$ cat config.mk
export PLATFORM = sky130hd
export DESIGN_NAME = circle_engine_flat
export DESIGN_NICKNAME = d
export VERILOG_FILES = /design/src/rtl/circle_engine_if.sv /design/src/rtl/circle_engine.sv /design/src/flat_wrapper.sv
export SDC_FILE = /design/constraint.sdc
export NUM_CORES = 1
export LEC_CHECK = 0
export BUFFER_PORTS_ARGS = -buffer_cell sky130_fd_sc_hd__buf_2
export CAP_MARGIN = 20
export CORE_MARGIN = 2
export CORE_UTILIZATION = 45
export DETAILED_ROUTE_END_ITERATION = 16
export GPL_ROUTABILITY_DRIVEN = 0
export GPL_TIMING_DRIVEN = 0
export PLACE_DENSITY = 0.6
export SKIP_LAST_GASP = 1
export SLEW_MARGIN = 20
export SYNTH_ARGS = -nofsm -noshare
export SYNTH_HDL_FRONTEND = slang
export SYNTH_SLANG_ARGS = --single-unit
$ cat constraint.sdc
create_clock -name clk -period 5.5 [get_ports clk]
set_clock_uncertainty 0.1 [all_clocks]
set_input_delay 0.55 -clock clk [delete_from_list [all_inputs] [get_ports clk]]
set_output_delay 0.55 -clock clk [all_outputs]
set_load 0.005 [all_outputs]
$ cat src/rtl/circle_engine_if.sv
// Drawing-request / VGA plot-port bundle between the drawing controller,
// circle_engine and the vga_adapter pixel interface.
interface circle_engine_if #(
    parameter int X_W = 8,
    parameter int Y_W = 7
);
    logic           start;
    logic [2:0]     colour;
    logic [X_W-1:0] centre_x;
    logic [Y_W-1:0] centre_y;
    logic [X_W-1:0] radius;
    logic           fill;
    logic [7:0]     octant_mask;
    logic           done;
    logic [X_W-1:0] vga_x;
    logic [Y_W-1:0] vga_y;
    logic [2:0]     vga_colour;
    logic           vga_plot;

    modport master (
        output start, colour, centre_x, centre_y, radius, fill, octant_mask,
        input  done, vga_x, vga_y, vga_colour, vga_plot
    );

    modport slave (
        input  start, colour, centre_x, centre_y, radius, fill, octant_mask,
        output done, vga_x, vga_y, vga_colour, vga_plot
    );
endinterface

$ cat src/rtl/circle_engine.sv
// Midpoint-circle rasteriser: outline (per-octant mask) or filled disc,
// clipped to the visible screen, one pixel per cycle on a registered plot port.
module circle_engine #(
    parameter int X_W      = 8,
    parameter int Y_W      = 7,
    parameter int SCREEN_W = 160,
    parameter int SCREEN_H = 120
) (
    input  logic             clk,
    input  logic             rstn,
    circle_engine_if.slave   bus
);
    // Two guard bits keep cx+ox and the decision variable from wrapping.
    localparam int A_W = X_W + 2;
    typedef logic signed [A_W-1:0] arith_t;

    localparam arith_t ZERO     = '0;
    localparam arith_t ONE      = {{(A_W-1){1'b0}}, 1'b1};
    localparam arith_t SCR_W_A  = arith_t'(SCREEN_W);
    localparam arith_t SCR_H_A  = arith_t'(SCREEN_H);

    typedef enum logic [2:0] {
        ST_IDLE   = 3'd0,
        ST_OCT    = 3'd1,
        ST_SPAN   = 3'd2,
        ST_UPDATE = 3'd3,
        ST_DONE   = 3'd4
    } state_t;

    function automatic arith_t ext_x(input logic [X_W-1:0] v);
        return {{(A_W-X_W){1'b0}}, v};
    endfunction

    function automatic arith_t ext_y(input logic [Y_W-1:0] v);
        return {{(A_W-Y_W){1'b0}}, v};
    endfunction

    function automatic logic on_screen(input arith_t x, input arith_t y);
        return (!x[A_W-1]) && (x < SCR_W_A) && (!y[A_W-1]) && (y < SCR_H_A);
    endfunction

    // Spans 0/1 are the wide rows (half-width ox), spans 2/3 the narrow ones (oy).
    function automatic arith_t half_width(input logic [1:0] s, input arith_t ox, input arith_t oy);
        return s[1] ? oy : ox;
    endfunction

    state_t     state_r, state_s;
    arith_t     cx_r, cy_r, ox_r, oy_r, crit_r, px_r;
    arith_t     cx_s, cy_s, ox_s, oy_s, crit_s, px_s;
    arith_t     ox_n_s, oy_n_s, rad_s;
    logic [2:0] oct_r, oct_s;
    logic [1:0] span_r, span_s;
    logic       fill_r, fill_s;
    logic [7:0] mask_r, mask_s;
    logic [2:0] colour_r, colour_s;
    arith_t     pt_x_s, pt_y_s;
    logic       pt_en_s;

    logic [X_W-1:0] vga_x_r;
    logic [Y_W-1:0] vga_y_r;
    logic [2:0]     vga_colour_r;
    logic           vga_plot_r;
    logic           done_r;

    // Next-state, datapath update and current candidate pixel
    always_comb begin
        state_s  = state_r;
        cx_s     = cx_r;
        cy_s     = cy_r;
        ox_s     = ox_r;
        oy_s     = oy_r;
        crit_s   = crit_r;
        px_s     = px_r;
        oct_s    = oct_r;
        span_s   = span_r;
        fill_s   = fill_r;
        mask_s   = mask_r;
        colour_s = colour_r;
        ox_n_s   = ox_r;
        oy_n_s   = oy_r;
        rad_s    = ext_x(bus.radius);
        pt_x_s   = px_r;
        pt_y_s   = cy_r;
        pt_en_s  = 1'b0;

        case (state_r)
            ST_IDLE: begin
                if (bus.start) begin
                    cx_s     = ext_x(bus.centre_x);
                    cy_s     = ext_y(bus.centre_y);
                    ox_s     = rad_s;
                    oy_s     = ZERO;
                    crit_s   = ONE - rad_s;
                    px_s     = ext_x(bus.centre_x) - rad_s;
                    oct_s    = 3'd0;
                    span_s   = 2'd0;
                    fill_s   = bus.fill;
                    mask_s   = bus.octant_mask;
                    colour_s = bus.colour;
                    state_s  = bus.fill ? ST_SPAN : ST_OCT;
                end else begin
                    state_s  = ST_IDLE;
                end
            end

            ST_OCT: begin
                case (oct_r)
                    3'd0: begin pt_x_s = cx_r + ox_r; pt_y_s = cy_r + oy_r; end
                    3'd1: begin pt_x_s = cx_r + oy_r; pt_y_s = cy_r + ox_r; end
                    3'd2: begin pt_x_s = cx_r - oy_r; pt_y_s = cy_r + ox_r; end
                    3'd3: begin pt_x_s = cx_r - ox_r; pt_y_s = cy_r + oy_r; end
                    3'd4: begin pt_x_s = cx_r - ox_r; pt_y_s = cy_r - oy_r; end
                    3'd5: begin pt_x_s = cx_r - oy_r; pt_y_s = cy_r - ox_r; end
                    3'd6: begin pt_x_s = cx_r + oy_r; pt_y_s = cy_r - ox_r; end
                    3'd7: begin pt_x_s = cx_r + ox_r; pt_y_s = cy_r - oy_r; end
                    default: begin pt_x_s = cx_r; pt_y_s = cy_r; end
                endcase
                pt_en_s = mask_r[oct_r];
                oct_s   = oct_r + 3'd1;
                if (oct_r == 3'd7) begin
                    state_s = ST_UPDATE;
                end else begin
                    state_s = ST_OCT;
                end
            end

            ST_SPAN: begin
                case (span_r)
                    2'd0:    pt_y_s = cy_r + oy_r;
                    2'd1:    pt_y_s = cy_r - oy_r;
                    2'd2:    pt_y_s = cy_r + ox_r;
                    2'd3:    pt_y_s = cy_r - ox_r;
                    default: pt_y_s = cy_r;
                endcase
                pt_x_s  = px_r;
                pt_en_s = 1'b1;
                if (px_r == cx_r + half_width(span_r, ox_r, oy_r)) begin
                    span_s = span_r + 2'd1;
                    px_s   = cx_r - half_width(span_r + 2'd1, ox_r, oy_r);
                    if (span_r == 2'd3) begin
                        state_s = ST_UPDATE;
                    end else begin
                        state_s = ST_SPAN;
                    end
                end else begin
                    px_s    = px_r + ONE;
                    state_s = ST_SPAN;
                end
            end

            ST_UPDATE: begin
                oy_n_s = oy_r + ONE;
                if (crit_r <= ZERO) begin
                    ox_n_s = ox_r;
                    crit_s = crit_r + oy_n_s + oy_n_s + ONE;
                end else begin
                    ox_n_s = ox_r - ONE;
                    crit_s = crit_r + (oy_n_s - ox_n_s) + (oy_n_s - ox_n_s) + ONE;
                end
                ox_s   = ox_n_s;
                oy_s   = oy_n_s;
                oct_s  = 3'd0;
                span_s = 2'd0;
                px_s   = cx_r - ox_n_s;
                if (oy_n_s <= ox_n_s) begin
                    state_s = fill_r ? ST_SPAN : ST_OCT;
                end else begin
                    state_s = ST_DONE;
                end
            end

            ST_DONE: begin
                if (bus.start) begin
                    state_s = ST_DONE;
                end else begin
                    state_s = ST_IDLE;
                end
            end

            default: begin
                state_s = ST_IDLE;
            end
        endcase
    end

    // State, latched request and working registers
    always_ff @(posedge clk or negedge rstn) begin
        if (!rstn) begin
            state_r  <= ST_IDLE;
            cx_r     <= ZERO;
            cy_r     <= ZERO;
            ox_r     <= ZERO;
            oy_r     <= ZERO;
            crit_r   <= ZERO;
            px_r     <= ZERO;
            oct_r    <= 3'd0;
            span_r   <= 2'd0;
            fill_r   <= 1'b0;
            mask_r   <= 8'h00;
            colour_r <= 3'd0;
        end else begin
            state_r  <= state_s;
            cx_r     <= cx_s;
            cy_r     <= cy_s;
            ox_r     <= ox_s;
            oy_r     <= oy_s;
            crit_r   <= crit_s;
            px_r     <= px_s;
            oct_r    <= oct_s;
            span_r   <= span_s;
            fill_r   <= fill_s;
            mask_r   <= mask_s;
            colour_r <= colour_s;
        end
    end

    // Registered plot port and completion flag; clipped pixels keep their cycle
    always_ff @(posedge clk or negedge rstn) begin
        if (!rstn) begin
            vga_x_r      <= '0;
            vga_y_r      <= '0;
            vga_colour_r <= 3'd0;
            vga_plot_r   <= 1'b0;
            done_r       <= 1'b0;
        end else begin
            vga_x_r      <= pt_x_s[X_W-1:0];
            vga_y_r      <= pt_y_s[Y_W-1:0];
            vga_colour_r <= colour_r;
            vga_plot_r   <= pt_en_s && on_screen(pt_x_s, pt_y_s);
            done_r       <= (state_s == ST_DONE);
        end
    end

    assign bus.vga_x      = vga_x_r;
    assign bus.vga_y      = vga_y_r;
    assign bus.vga_colour = vga_colour_r;
    assign bus.vga_plot   = vga_plot_r;
    assign bus.done       = done_r;

endmodule

$ cat src/flat_wrapper.sv
// flat-port wrapper written by rule: the top's interface ports become plain ports
module circle_engine_flat 
#(
    parameter int X_W      = 8,
    parameter int Y_W      = 7,
    parameter int SCREEN_W = 160,
    parameter int SCREEN_H = 120
)
  (clk, rstn, bus_start, bus_colour, bus_centre_x, bus_centre_y, bus_radius, bus_fill, bus_octant_mask, bus_done, bus_vga_x, bus_vga_y, bus_vga_colour, bus_vga_plot);
  circle_engine_if #(.X_W(X_W), .Y_W(Y_W)) bus_i ();
  input  logic clk;
  input  logic rstn;
  input wire logic [$bits(bus_i.start)-1:0] bus_start;
  input wire logic [$bits(bus_i.colour)-1:0] bus_colour;
  input wire logic [$bits(bus_i.centre_x)-1:0] bus_centre_x;
  input wire logic [$bits(bus_i.centre_y)-1:0] bus_centre_y;
  input wire logic [$bits(bus_i.radius)-1:0] bus_radius;
  input wire logic [$bits(bus_i.fill)-1:0] bus_fill;
  input wire logic [$bits(bus_i.octant_mask)-1:0] bus_octant_mask;
  output wire logic [$bits(bus_i.done)-1:0] bus_done;
  output wire logic [$bits(bus_i.vga_x)-1:0] bus_vga_x;
  output wire logic [$bits(bus_i.vga_y)-1:0] bus_vga_y;
  output wire logic [$bits(bus_i.vga_colour)-1:0] bus_vga_colour;
  output wire logic [$bits(bus_i.vga_plot)-1:0] bus_vga_plot;
  assign bus_i.start = bus_start;
  assign bus_i.colour = bus_colour;
  assign bus_i.centre_x = bus_centre_x;
  assign bus_i.centre_y = bus_centre_y;
  assign bus_i.radius = bus_radius;
  assign bus_i.fill = bus_fill;
  assign bus_i.octant_mask = bus_octant_mask;
  assign bus_done = bus_i.done;
  assign bus_vga_x = bus_i.vga_x;
  assign bus_vga_y = bus_i.vga_y;
  assign bus_vga_colour = bus_i.vga_colour;
  assign bus_vga_plot = bus_i.vga_plot;
  circle_engine #(.X_W(X_W), .Y_W(Y_W), .SCREEN_W(SCREEN_W), .SCREEN_H(SCREEN_H)) u_core (.clk(clk), .rstn(rstn), .bus(bus_i));
endmodule
==> impl_metrics.csv, run 1 <==
group,metric,value,unit
sta,max_freq,204,MHz
route,first_pass_iters,6,
die,die_height,160,microns
logic_synthesis,synth_seq_cells,95,
job,cap_violations,0,
worst_setup_path,start_kind,"flip-flop",
route,drt_iter0_drc,1100,
placed_design,dp_hpwl,30500,microns
placed_design,place_inst,1805,
logic_synthesis,syn_inst,1423,
worst_setup_path,cp_data_arrival_time,5040,ps
die,io_pins,58,
cells_and_area,n_antenna_cell,0,
route,finalWirelength,39000,microns
cells_and_area,areaGrowthSynthToFinish,9.15,%
outcome,status,"complete, no violations",
route,drc,0,
sta,max_slew_margin,44.3,%
logic_synthesis,synth_flop_cell,"dfrtp_1",
cells_and_area,seq_area,2380,sq um
sta,fin_setup_tns,0,ps
clock_tree,cts_tree,"built",
global_routing,grt_max_degree,56,
sta,maxSlewViolCount,0,
logic_synthesis,synth_edf_count,0,
clock_tree,cts.sinks,95,
logic_synthesis,synth_nets,1590,
sta,worst_pin_slew,825,ps
cells_and_area,nets,1659,
worst_setup_path,end_kind,"flip-flop",
placed_design,io_buffer_count,57,
worst_setup_path,r2r_slack,590,ps
worst_setup_path,worst_path_max_delay_cell,"dfrtp_1",
route,vias,11113,
clock_tree,cts_resized,0,
logic_synthesis,async_reset_ff_share,100,%
global_routing,grt_pass1_vias,10408,
clock_tree,ctsHoldBuffers,0,
worst_setup_path,critical_path.max_fanout,8,
die,rows,57,
route,wl_per_cell,21.4,microns
worst_setup_path,worstSetupPathType,"reg -> reg",
logic_synthesis,synth_warnings,0,
clock_tree,cts_buffers,9,
die,initial_utilization,45.5,%
clock_tree,clockBufferDepth,2,
sta,rsz0062_at_grt,"false",
global_routing,track_usage,30.4,%
cells_and_area,n_fill_cell,2407,
logic_synthesis,ys_types,85,
worst_hold_path,hold_path_class,"in -> async",
route,via_per_inst,6.10,
cells_and_area,drive_gt1_share,7.55,%
clock_tree,clkLatencyLatePin,370,ps
global_routing,antenna_found_initial,0,
clock_tree,root_buffer,"clkbuf_16",
logic_synthesis,synth_area,11000,sq um
worst_setup_path,worstPathCellList,"clkbuf_1 > inv_1 > ha_1 > ha_1 > nor2b_1 > o21ai_0 > nand2b_1 > a21oi_1 > nor2b_1 > o21ai_0 > nand2b_1 > a21oi_1 > xnor2_1 > ha_1 > and3_1 > a211oi_1 > xor2_1 > a211oi_1 > o21ai_0 > o211ai_1",
sta,finalSetupViolations,0,
route,met1Wirelength,17200,microns
worst_setup_path,cpPeakStageDelay,550,ps
logic_synthesis,synth.avg_cell_area,7.74,sq um
global_routing,grt_pass1_wl,60400,microns
die,core-area,24200,sq um
cells_and_area,multi_input_area,8090,sq um
sta,fin_crit_sh,89.3,%
clock_tree,post-cts-setup-buffers,0,
clock_tree,htree_num_levels,3,
sta,hold_viol,0,
route,dr_wl_met3,2980,microns
route,met2_length,17400,microns
route,final_antenna_net_count,0,
die,die_width,160,microns
route,top_layer_used,"met4",
logic_synthesis,synth-seq-area-share,21.6,%
global_routing,overflow,0,
sta,finalCriticalPeriod,4910,ps
cells_and_area,stdcell_count,1821,
worst_setup_path,required,5620,ps
die,die-area,25700,sq um
clock_tree,cts.clk_slew.worst_paths,80,ps
-- sequential cells by signal, summed over array words and instances (netlist names) --
register               cells
u_core.crit_r             10
u_core.ox_r               10
u_core.oy_r               10
u_core.px_r               10
u_core.bus.vga_x           8
u_core.cx_r                8
u_core.mask_r              8
u_core.bus.vga_y           7
u_core.cy_r                7
u_core.bus.vga_colour      3
u_core.colour_r            3
u_core.oct_r               3
u_core.state_r             3
u_core.span_r              2
u_core.bus.done            1
u_core.bus.vga_plot        1
u_core.fill_r              1
-- final cells by class --
cell class              instances  share of cell area [%]
multi-input cells            1190                    67.3
inverters                      70                    2.19
clock inverters                 7                   0.479
well taps                     324                    3.37
flip-flops and latches         95                    19.8
plain buffers                  68                    2.32
repair buffers                 58                    2.65
clock buffers                   9                    1.87
-- placed cells by master (no fill, tap or decap), drive strengths merged, types with 19 or more instances in the layout --
cell type / n
a211oi: 21
nor3: 34
nor2b: 28
inv: 70
o21a: 19
nand2b: 21
a21oi: 93
xnor2: 78
clkbuf: 61
nand2: 194
ha: 117
nor2: 108
dfrtp: 95
xor2: 32
buf: 74
nand3: 40
o21ai: 129
mux2i: 22
-- critical path, delay by kind of cell (launching register included) --
family | cells | cell delay [ps]
fa+ha+maj | 3 | 1070
xor+xnor | 2 | 410
simple gates | 5 | 540
compound gates | 8 | 1370
flops | 1 | 550
buf+inv | 2 | 740
-- per-stage QoR --
| stage | hold slack, ps | setup WS (ps) | util, % | instance area (sq um) |
|---|---|---|---|---|
| CTS | 15.5 | 646 | 49.7 | 12000 |
| global placement | 255 | 709 | 48.4 | 11700 |
| floorplan | 154 | 1490 | - | 11000 |
| global route | 36.2 | 224 | 49.7 | 12000 |
| detailed placement | 269 | 690 | 48.5 | 11700 |
| finish | 5.25 | 587 | 49.7 | 12000 |
-- cell usage after synthesis, drive strengths merged (8+ instances only) --
cell type / number / area, sq um
o21ai: 129 / 646
a31oi: 16 / 100
o22ai: 14 / 87.6
dfrtp: 95 / 2380
mux2i: 22 / 220
nor2b: 28 / 175
xnor2: 78 / 683
o21a: 19 / 143
clkbuf: 52 / 195
buf: 16 / 83.8
a211oi: 21 / 163
inv: 68 / 255
ha: 117 / 1460
nor2: 108 / 410
or3: 15 / 93.8
nand3: 40 / 200
nand2: 194 / 728
xor2: 32 / 280
a22oi: 14 / 105
o211ai: 16 / 120
a21o: 15 / 113
nand4: 8 / 50.1
a21oi: 93 / 469
nand2b: 21 / 131
fa: 12 / 240
nor3: 34 / 175
-- metal layers --
metal | up-vias | GRT usage (%)
met3 | 80 | 4.31
met1 | 5277 | 42.3
li1 | 5257 | -
met5 | - | 0
met2 | 499 | 48.2
met4 | 0 | 11.5
-- final timing paths --
kind	cells past startpoint	from	endpoint
min reg2reg	0	u_core.colour_r[0]$_DFFE_PN0P_	u_core.bus.vga_colour[0]$_DFF_PN0_
max in group asynchronous	2	rstn	u_core.mask_r[4]$_DFFE_PN0P_
min in group clk	3	bus_centre_y[5]	u_core.cy_r[5]$_DFFE_PN0P_
max reg2reg	20	u_core.oy_r[0]$_DFFE_PN0P_	u_core.crit_r[9]$_DFFE_PN0P_
max	20	u_core.oy_r[0]$_DFFE_PN0P_	u_core.crit_r[9]$_DFFE_PN0P_
min	1	rstn	u_core.bus.vga_x[2]$_DFF_PN0_
-- cells by family (layout without fill, tap and decap cells) --
logic type,Yosys count,after routing,synth area share (%)
AOI/OAI and AO/OA,432,432,25.5
adders and majority gates,129,129,15.5
buffers and inverters,138,212,4.92
xor gates and xnor gates,111,111,8.95
and+or+nand+nor,489,489,20.6
muxes,29,29,2.92
DFF,95,95,21.6
Power of run 1 is left out: the tool's default activity adds up to more than one toggle a clock period on the data nets, which glitch-free logic cannot reach.
==> inputs of run 2 (changes only) <==
--- a/config.mk
+++ b/config.mk
@@ -5,6 +5,7 @@
 export SDC_FILE = /design/constraint.sdc
 export NUM_CORES = 1
 export LEC_CHECK = 0
+export ABC_AREA = 1
 export BUFFER_PORTS_ARGS = -buffer_cell sky130_fd_sc_hd__buf_2
 export CAP_MARGIN = 20
 export CORE_MARGIN = 2
==> impl_metrics.csv, run 2 <==
group,metric,value,unit
logic_synthesis,synth_most_common_cell,"nand2_1",
route,first_pass_iters,9,
sta,max_slew_margin,38.4,%
route,wl_per_cell,18.3,microns
placed_design,dp_hpwl,31600,microns
cells_and_area,areaGrowthSynthToFinish,8.98,%
logic_synthesis,ys_types,55,
cells_and_area,stdcell_count,2150,
global_routing,track_usage,30.1,%
logic_synthesis,synth_top_family_by_area,"simple AND/OR/NAND/NOR gates",
route,drc,0,
logic_synthesis,synthTopCellsByCount,"nand2_1, inv_1, nand3_1",
route,vias,11980,
logic_synthesis,synth_flop_cell,"dfrtp_1",
logic_synthesis,synth.avg_cell_area,6.44,sq um
worst_hold_path,hold_path_class,"in -> async",
cells_and_area,layout_commonest_cell,"nand2_1",
worst_setup_path,required,5660,ps
cells_and_area,drive_gt1_share,8.82,%
clock_tree,cts_buffers,9,
die,die_width,162,microns
clock_tree,root_buffer,"clkbuf_16",
sta,fin_crit_sh,87.0,%
worst_setup_path,worstReg2RegStart,"u_core.oy_r[0]$_DFFE_PN0P_",
die,die_height,162,microns
sta,maxSlewViolCount,0,
clock_tree,clockBufferDepth,2,
outcome,status,"complete, no violations",
die,initial_utilization,46.2,%
sta,worst_pin_slew,915,ps
placed_design,place_inst,2134,
logic_synthesis,synth_nets,1919,
logic_synthesis,syn_inst,1752,
worst_setup_path,cp_data_arrival_time,4950,ps
route,via_per_inst,5.57,
worst_setup_path,critical_path.max_fanout,10,
global_routing,grt_pass1_vias,10869,
logic_synthesis,synth-simple-area-share,33.4,%
route,final_antenna_net_count,0,
worst_setup_path,critPathLaunch,"u_core.oy_r[0]$_DFFE_PN0P_",
sta,max_freq,209,MHz
logic_synthesis,synth_top_area_share,21.1,%
worst_setup_path,r2r_slack,710,ps
logic_synthesis,synth-seq-area-share,21.1,%
logic_synthesis,async_reset_ff_share,100,%
clock_tree,post-cts-setup-buffers,0,
die,die-area,26400,sq um
global_routing,grt_pass1_wl,61000,microns
logic_synthesis,synth_compound_area_share,16.1,%
sta,finalSetupViolations,0,
logic_synthesis,synth_seq_cells,95,
clock_tree,cts_tree,"built",
die,core-area,24500,sq um
job,cap_violations,0,
global_routing,antenna_found_initial,0,
cells_and_area,n_antenna_cell,0,
logic_synthesis,yosysTopAreaCell,"dfrtp_1",
clock_tree,cts.clk_slew.worst_paths,80,ps
logic_synthesis,synth_warnings,0,
clock_tree,cts_resized,0,
worst_setup_path,worstSetupPathType,"reg -> reg",
placed_design,io_buffer_count,57,
clock_tree,ctsHoldBuffers,0,
route,finalWirelength,39300,microns
clock_tree,clkLatencyLatePin,370,ps
sta,rsz0062_at_grt,"false",
cells_and_area,nets,1988,
logic_synthesis,synthAdderAreaFrac,15.1,%
global_routing,overflow,0,
worst_setup_path,end_kind,"flip-flop",
worst_setup_path,start_kind,"flip-flop",
clock_tree,cts.sinks,95,
route,drt_iter0_drc,1137,
sta,fin_setup_tns,0,ps
logic_synthesis,synth_xor_area_share,4.73,%
worst_setup_path,worstReg2RegEnd,"u_core.crit_r[9]$_DFFE_PN0P_",
logic_synthesis,synth.area.top_cells,"dfrtp_1, nand2_1, ha_1, inv_1, nand3_1",
logic_synthesis,synth_edf_count,0,
logic_synthesis,synth_area,11300,sq um
cells_and_area,final_cell_mix,"nand2_1, inv_1, nand3_1",
clock_tree,htree_num_levels,3,
die,io_pins,58,
logic_synthesis,synthMuxAreaShare,0,%
worst_setup_path,rr_worst_depth,19,
sta,finalCriticalPeriod,4790,ps
sta,hold_viol,0,
die,rows,57,
global_routing,grt_max_degree,49,
-- run 2: cell count changes after synthesis, moves of 21 or more --
cell	previous run	this run
clkbuf_1	52	21
inv_1	68	215
mux2i_1	22	0
nand2_1	194	509
nand2b_1	21	0
nand3_1	40	150
nor2_1	106	133
nor2b_1	28	0
xnor2_1	78	19
-- run 2: area by class of cell --
| type | count | area [sq um] |
|---|---|---|
| Buffer | 50 | 230 |
| Multi-Input combinational cell | 1380 | 7830 |
| Inverter | 227 | 852 |
| Clock inverter | 7 | 63.8 |
| Timing Repair Buffer | 58 | 319 |
| Tap cell | 324 | 405 |
| Clock buffer | 9 | 225 |
| Sequential cell | 95 | 2380 |
| Fill cell | 2576 | 12200 |
-- run 2: critical path: stages (launching register included) --
cell and delay [ps]:
dfrtp_1 710, clkinv_1 510, nor3_1 460, xor2_1 250, inv_1 140, ha_1 370, nand2_1 60, o21ai_0 420
a21oi_1 110, o21ai_0 220, xor2_1 180, ha_1 300, a31oi_1 190, nand2_1 60, a31oi_1 230, nand3_1 110
nand3_1 90, nand2_1 60, nand2_1 50, nand2_1 50
-- run 2: how the worst max path moves through the flow --
stage / cells after the start / to / slack (ps)
2_1_floorplan: 19 / u_core.crit_r[9]$_DFFE_PN0P_ / 1880
3_3_place_gp: 19 / u_core.crit_r[9]$_DFFE_PN0P_ / 930
3_5_place_dp: 19 / u_core.crit_r[9]$_DFFE_PN0P_ / 870
4_1_cts: 19 / u_core.crit_r[9]$_DFFE_PN0P_ / 840
5_1_grt: 21 / u_core.crit_r[9]$_DFFE_PN0P_ / 240
6_report: 19 / u_core.crit_r[9]$_DFFE_PN0P_ / 710
-- run 2: cells by family after synthesis --
| kind of cell | count (synthesis) |
|---|---|
| simple gates | 881 |
| xor+xnor | 61 |
| fa+ha+maj | 129 |
| compound gates | 309 |
| buf+inv | 277 |
| flops | 95 |
-- run 2: per-layer routing --
metal	wire length [microns]	GRT usage [%]	up-vias
li1	-	-	5899
met1	17700	43.0	5533
met2	17400	48.0	475
met3	2840	2.90	73
met4	1310	9.69	0
met5	0	0	-
-- run 2: stage by stage --
step	util (%)	setup slack [ps]	cell area [sq um]	hold slack, ps
final	50.3	712	12300	4.95
after global routing	50.3	243	12300	50.2
after CTS	50.3	836	12300	33.3
after detailed placement	49.1	872	12000	265
after global placement	49.0	927	12000	260
after floorplan	-	1880	11300	154
Power of run 2 is left out for the same reason.
